## src/rtl/conv_pkg.sv

```systemverilog
// Shared register map, field positions and reset-default constants for the
// convolution engine control/status block.
package conv_pkg;

  localparam logic [31:0] ID_VAL_DEFAULT = 32'h434F_4E56;

  // Word offsets, i.e. the value of addr[4:2]
  localparam logic [2:0] OFF_CTRL   = 3'd0;
  localparam logic [2:0] OFF_STATUS = 3'd1;
  localparam logic [2:0] OFF_CYCLES = 3'd2;
  localparam logic [2:0] OFF_RUNS   = 3'd3;
  localparam logic [2:0] OFF_ID     = 3'd4;
  localparam logic [2:0] OFF_LAST   = OFF_ID;

  localparam int CTRL_START_BIT  = 0;
  localparam int CTRL_IRQ_EN_BIT = 1;
  localparam int STAT_BUSY_BIT   = 0;
  localparam int STAT_DONE_BIT   = 1;

endpackage

```

## src/rtl/conv_csr.sv

```systemverilog
// CPU-facing control/status registers for the convolution engine: start pulse,
// busy/done tracking, cycle and run counters, and a completion interrupt.
module conv_csr
  import conv_pkg::*;
#(
  parameter logic [31:0] ID_VAL = ID_VAL_DEFAULT,
  parameter int          CYC_W  = 32
) (
  input  logic        clk,
  input  logic        rst,
  input  logic        csr_icb_cmd_valid,
  output logic        csr_icb_cmd_ready,
  input  logic [31:0] csr_icb_cmd_addr,
  input  logic        csr_icb_cmd_read,
  input  logic [31:0] csr_icb_cmd_wdata,
  input  logic [3:0]  csr_icb_cmd_wmask,
  output logic        csr_icb_rsp_valid,
  input  logic        csr_icb_rsp_ready,
  output logic [31:0] csr_icb_rsp_rdata,
  output logic        csr_icb_rsp_err,
  output logic        conv_start,
  input  logic        conv_done,
  output logic        irq
);

  logic             r_rsp_valid;
  logic [31:0]      r_rsp_rdata;
  logic             r_rsp_err;
  logic             r_start;
  logic             r_irq;
  logic             r_busy;
  logic             r_done;
  logic             r_irq_en;
  logic             r_done_q;
  logic [CYC_W-1:0] r_cycles;
  logic [15:0]      r_runs;

  logic        w_accept;
  logic [2:0]  w_idx;
  logic        w_wr;
  logic        w_bad_addr;
  logic        w_ctrl_wr;
  logic        w_start_ok;
  logic        w_start_err;
  logic        w_w1c;
  logic        w_done_rise;
  logic [31:0] w_rdata;

  // Held low during reset so no command can slip in before release.
  assign csr_icb_cmd_ready = ~r_rsp_valid & ~rst;
  assign csr_icb_rsp_valid = r_rsp_valid;
  assign csr_icb_rsp_rdata = r_rsp_rdata;
  assign csr_icb_rsp_err   = r_rsp_err;
  assign conv_start        = r_start;
  assign irq               = r_irq;

  always_comb begin
    w_accept    = csr_icb_cmd_valid & csr_icb_cmd_ready;
    w_idx       = csr_icb_cmd_addr[4:2];
    w_wr        = w_accept & ~csr_icb_cmd_read;
    w_bad_addr  = (w_idx > OFF_LAST);
    w_ctrl_wr   = w_wr & (w_idx == OFF_CTRL) & csr_icb_cmd_wmask[0];
    w_start_ok  = w_ctrl_wr & csr_icb_cmd_wdata[CTRL_START_BIT] & ~r_busy;
    w_start_err = w_ctrl_wr & csr_icb_cmd_wdata[CTRL_START_BIT] & r_busy;
    w_w1c       = w_wr & (w_idx == OFF_STATUS) & csr_icb_cmd_wmask[0]
                  & csr_icb_cmd_wdata[STAT_DONE_BIT];
    w_done_rise = conv_done & ~r_done_q & r_busy;

    w_rdata = '0;
    case (w_idx)
      OFF_CTRL:   w_rdata[CTRL_IRQ_EN_BIT] = r_irq_en;
      OFF_STATUS: begin
        w_rdata[STAT_BUSY_BIT] = r_busy;
        w_rdata[STAT_DONE_BIT] = r_done;
      end
      OFF_CYCLES: w_rdata = 32'(r_cycles);
      OFF_RUNS:   w_rdata = {16'h0000, r_runs};
      OFF_ID:     w_rdata = ID_VAL;
      default:    w_rdata = '0;
    endcase
  end

  always_ff @(posedge clk or posedge rst) begin
    if (rst) begin
      r_rsp_valid <= 1'b0;
      r_rsp_rdata <= '0;
      r_rsp_err   <= 1'b0;
      r_start     <= 1'b0;
      r_irq       <= 1'b0;
      r_busy      <= 1'b0;
      r_done      <= 1'b0;
      r_irq_en    <= 1'b0;
      r_done_q    <= 1'b0;
      r_cycles    <= '0;
      r_runs      <= '0;
    end else begin
      r_done_q <= conv_done;
      r_start  <= w_start_ok;
      r_irq    <= r_done & r_irq_en;

      if (w_accept) begin
        r_rsp_valid <= 1'b1;
        r_rsp_rdata <= csr_icb_cmd_read ? w_rdata : 32'h0;
        r_rsp_err   <= w_bad_addr | w_start_err;
      end else if (r_rsp_valid && csr_icb_rsp_ready) begin
        r_rsp_valid <= 1'b0;
      end

      if (w_ctrl_wr)
        r_irq_en <= csr_icb_cmd_wdata[CTRL_IRQ_EN_BIT];

      if (w_start_ok)
        r_busy <= 1'b1;
      else if (w_done_rise)
        r_busy <= 1'b0;

      // A completion arriving alongside a W1C must not be lost.
      if (w_done_rise)
        r_done <= 1'b1;
      else if (w_start_ok || w_w1c)
        r_done <= 1'b0;

      if (w_start_ok)
        r_cycles <= '0;
      else if (r_busy && (r_cycles != {CYC_W{1'b1}}))
        r_cycles <= r_cycles + {{(CYC_W-1){1'b0}}, 1'b1};

      if (w_done_rise)
        r_runs <= r_runs + 16'd1;
    end
  end

endmodule

```

## config.mk

```make
export PLATFORM = sky130hd
export DESIGN_NAME = conv_csr
export DESIGN_NICKNAME = d
export VERILOG_FILES = /design/src/rtl/conv_pkg.sv /design/src/rtl/conv_csr.sv
export SDC_FILE = /design/constraint.sdc
export NUM_CORES = 1
export LEC_CHECK = 0
export BUFFER_PORTS_ARGS = -buffer_cell sky130_fd_sc_hd__buf_4
export CAP_MARGIN = 20
export CORE_UTILIZATION = 53
export CTS_BUF_LIST = sky130_fd_sc_hd__clkbuf_8 sky130_fd_sc_hd__clkbuf_16
export CTS_CLUSTER_DIAMETER = 150
export CTS_CLUSTER_SIZE = 28
export DETAILED_ROUTE_END_ITERATION = 6
export HOLD_SLACK_MARGIN = 0.12
export PLACE_DENSITY_LB_ADDON = 0.05
export SLEW_MARGIN = 20
export SYNTH_ARGS = -nofsm -noshare
export SYNTH_HDL_FRONTEND = slang
export SYNTH_SLANG_ARGS = --single-unit
export TNS_END_PERCENT = 50
```

## constraint.sdc

```tcl
create_clock -name clk -period 3.1 [get_ports clk]
set_input_delay 0.62 -clock clk [delete_from_list [all_inputs] [get_ports clk]]
set_output_delay 0.62 -clock clk [all_outputs]
set_load 0.005 [all_outputs]
```

# Yosys cells after proc, flatten, opt, wreduce, memory -nomap -nowiden
# Index checks and enable logic that the tools add are counted.
word_totals:
  ff_bits: 88
  output_inout_bits: 37
  input_bits: 74
  elab_cells: 59
op_classes:
  reduce_logical: 8
  n_eq_ne: 5
  n_lt_le_gt_ge: 1
  bitwise: 20
  add_sub_neg: 2
  muxes: 12
op_table:
  columns: ["cell", "count"]
  rows:
  - ["$mux 32", 3]
  - ["$pmux 30 s3", 1]
  - ["$add 32x1->32 const B", 1]
  - ["$ne 32x32->1 const B", 1]
  - ["$add 16x1->16 const B", 1]
  - ["$and 1x1->1", 14]
  - ["$reduce_bool 2->1", 4]
  - ["$eq 3x2->1 const B", 2]
  - ["$mux 1", 6]
  - ["$not 1->1", 5]
  - ["$pmux 1 s5", 1]
  - ["$eq 3x1->1 const B", 1]
  - ["$eq 3x3->1 const B", 1]
  - ["$gt 3x3->1 const B", 1]
  - ["$logic_not 3->1", 1]
  - ["$pmux 1 s3", 1]
  - ["$logic_and 1x1->1", 2]
  - ["$logic_or 1x1->1", 1]
  - ["$or 1x1->1", 1]

# Logic depth before layout (Yosys ltp)
depth:
  word_depth: 11
  depth_mapped: 8
  ltp_nobuf: 6

# Worst setup path after synthesis
# Ideal clock, no wire load.
synth_timing:
  path_kind: "input port to flip-flop"
  startpoint: "input port csr_icb_cmd_addr[2]"
  endpoint: "register r_cycles[17]"
  path_slack_ps: 997
  path_buffers: 2
  setup_time_ps: 66
  t_arrival_ps: 2037
  stages: 8
  required_time_ps: 3034
  path_cell_list: "clkbuf_1 -> nor2_1 -> and4_1 -> nand2_1 -> inv_1 -> clkbuf_1 -> or4_1 -> nand2_1"
synth_between:
  elab_chain_cells: 6
  word_cells_on_any_way: 7
synth_lines:
  columns: ["item", "line", "text"]
  rows:
  - ["start: declaration", "conv_csr.sv:13", "input logic [31:0] csr_icb_cmd_addr,"]
  - ["$logic_not 3->1 *", "conv_csr.sv:62", "w_ctrl_wr = w_wr & (w_idx == OFF_CTRL) & csr_icb_cmd_wmask[0];"]
  - ["$and 1x1->1 * (2 in a row)", "conv_csr.sv:62", null]
  - ["$and 1x1->1 * (2 in a row)", "conv_csr.sv:63", "w_start_ok = w_ctrl_wr & csr_icb_cmd_wdata[CTRL_START_BIT] & ~r_busy;"]
  - ["$mux 32 / $reduce_bool 2->1 (equally long branches)", null, null]
  - ["end signal: assignment", "conv_csr.sv:126", "r_cycles <= r_cycles + {{(CYC_W-1){1'b0}}, 1'b1};"]
  - ["end: declaration", "conv_csr.sv:35", "logic [CYC_W-1:0] r_cycles;"]
# Every way passes the cells marked *; elsewhere a longest branch is shown, timed or not.
# A chain may end at the register's enable or synchronous reset.

# Worst setup path in the final report
layout_timing:
  startpoint: "register r_cycles[25]"
  endpoint: "register r_cycles[11]"
layout_between:
  elab_chain_cells: 3
layout_lines:
  columns: ["item", "line", "text"]
  rows:
  - ["$ne 32x32->1", "conv_csr.sv:125", "else if (r_busy && (r_cycles != {CYC_W{1'b1}}))"]
  - ["$logic_and 1x1->1", "conv_csr.sv:125", null]
  - ["$reduce_bool 2->1 (no line)", null, null]
# No other way between the ends.

==> reports/qor.yml <==
grt_antenna_before_repair: 0
worst-endpoint-arrival_ps: 2570
routedWlPerCell_microns: 17.0
yosysSeqAreaShare_pct: 51.1
synth.distinct_cells: 55
path_delay_family: "simple AND/OR/NAND/NOR gates"
synth_top_area_share_pct: 51.1
cts_tree: "yes"
p_leak_nw: 2.28
grt_max_degree: 54
postSynthAreaPerCell_sq_um: 10.2
drc: 0
ant_nets: 0
netlist_instances: 423
wl_microns: 9730
slowest_stage: "and4_1"
hold_viol_final: 0
ys_ff_latch: 88
clk_latency_ps: 360
cts_buffers: 9
seqPwrFrac_pct: 52.9
power.density_nw_per_um2: 572
cts_setup_buffers: 0
vias_per_cell: 5.97
core_sq_um: 7810
yosysTopAreaCell: "dfrtp_1"
startpoint_type: "register"
r2r-start: "r_cycles[25]"
root_buffer: "clkbuf_8"
p_sw_mw: 0.902
required_ps: 3340
grt.total_usage_pct: 24.4
hold_buffers: 0
path_clk_slew_ps: 90
p_clk_share_pct: 28.0
portBuffers: 48
synth_area_leaders: "dfrtp_1, nand2_1, mux2i_1"
clock_skew_ps: 7.12
r2r_cells: 5
comb_power_share_pct: 19.1
ir_worst_vdd_mv: 0.312
grt_pass1_wl_microns: 15800
synth-async-reset-ratio_pct: 100
maxCapViolations: 0
hold_ws_ps: 335
synth_area_sq_um: 4310
worst-path-buf-inv: 0
dieWidth_microns: 92.2
worstHoldPathType: "input port to asynchronous set/reset pin"
place_area_sq_um: 4770
rrSetupSlack_ps: 770
slew_headroom_pct: 59.6
design_area_sq_um: 4970
setup_viol: 0
nets: 542
path_max_fanout: 13
critPathCaptureType: "register"
drt-initial-drc-count: 278
clock_path_buffers: 2
rows: 32
finalMaxSlewViolations: 0
setup-tns-final_ps: 0
die_height_microns: 92.2
clock.fmax_mhz: 429
cts_max_level: 3
r2r-end: "r_cycles[11]"
vias: 3418
cp_slowest_stage_delay_ps: 590
die-area_sq_um: 8500
place_congestion: 0.867
layout-drive-gt1-share_pct: 18.5
num_io_pins: 111
crit_path_start: "r_cycles[25]"
fin_crit_ps: 2330
fillers: 661
synth_nets: 499
tightest_slew_ps: 606
synthFlopType: "dfrtp_1"
start_util_pct: 55.2
grt_pass1_vias: 3031
period_share_pct: 75.2
setup_slack_ps: 770
cts_resized: 0
path_cells: "nand4_1 -> nor2_1 -> and4_1 -> nand2_1 -> o311ai_0"
syn2layout_area_growth_pct: 15.2
switching_share_pct: 31.7
cts_sinks: 88
ys.warnings.count: 0
crit_type: "register to register"
p_int_mw: 1.94
rsz0062_at_grt: "false"
grt_overflow_total: 0
synth_edf_count: 0
dpl_worst_slack_ps: 704
dpl.hpwl_microns: 6910
status: "completed"
antennaDiodeCount: 0
firstDrtPassIters: 4
-- stage by stage --
step / utilization [%] / std cells / power (mW)
3_5_place_dp: 61.1 / 557 / 2.06
6_report: 63.6 / 573 / 2.84
3_3_place_gp: 61.1 / 557 / 2.04
4_1_cts: 63.6 / 573 / 2.85
5_1_grt: 63.6 / 573 / 3.00
2_1_floorplan: - / 423 / 1.84
-- cell usage in the layout, fill, tap and decap left out, types with 5 or more instances in the layout --
master	instances
dfrtp_1	88
buf_4	55
nand2_1	50
o21ai_0	28
nor2_1	21
nand3_1	20
xnor2_1	19
mux2i_1	17
a22o_1	16
a21oi_1	15
nand4_1	11
or4_1	11
inv_1	10
and3_1	10
clkbuf_8	10
o31ai_1	7
a221o_1	7
and4_1	6
a31oi_1	6
and2_1	5
-- logic make-up (layout without fill, tap and decap cells) --
group	Yosys count	in the layout	synth area share [%]
flip-flops	88	88	51.1
AO/OA/AOI/OAI	96	96	15.4
adder cells (fa/ha/maj)	2	2	0.580
buffers and inverters	34	82	3.31
AND/OR/NAND/NOR	162	162	20.7
multiplexers	19	19	4.47
XOR/XNOR	22	22	4.47
-- cells in the mapped netlist (all sizes together) (2+ instances only) --
library cell and number:
nor2 21, o21ai 28, or4 11, a31o 2
and3 12, nand3 20, nor3b 4, dfrtp 88
mux2 2, clkbuf 15, o31ai 7, and2 5
nor3 4, a21oi 15, nand2b 3, mux2i 17
nand4 12, nand3b 2, or3 4, inv 10
o211ai 4, a22o 16, ha 2, and4 8
a31oi 6, xnor2 19, a2111oi 2, a221o 8
nand2 51, buf 9, xor2 3, a211oi 2
-- power by group through the flow --
stage	Combinational, mW	Clock, mW	Sequential [mW]
2_1_floorplan	0.414	0	1.43
4_1_cts	0.544	0.809	1.50
3_5_place_dp	0.540	0	1.53
5_1_grt	0.609	0.859	1.53
3_3_place_gp	0.526	0	1.52
6_report	0.543	0.797	1.50
-- worst max path at each step --
stage / to / cells past startpoint / slack [ps]
6_report: r_cycles[11] / 5 / 770
5_1_grt: r_cycles[11] / 5 / 590
4_1_cts: r_cycles[11] / 5 / 820
3_5_place_dp: r_cycles[30] / 7 / 700
3_3_place_gp: csr_icb_rsp_rdata[18] / 8 / 760
2_1_floorplan: conv_start / 1 / 200
-- metal layers --
metal  up-vias  share of wire, %  GRT usage (%)
li1       1650                 -              -
met1      1675                50           37.8
met2        83                44           34.6
met3        10               5.2           4.31
met4         0               1.2           7.55
met5         -                 0              0
-- cell type report --
cell class	instances	area, sq um	share of cell area, %
Sequential cell	88	2200	44.3
Multi-Input combinational cell	301	1970	39.6
Timing Repair Buffer	56	433	8.72
Clock buffer	10	138	2.77
Tap cell	102	128	2.57
Clock inverter	6	60.1	1.21
Inverter	10	38.8	0.781
Note: power is estimated with default switching activity, not from simulation.
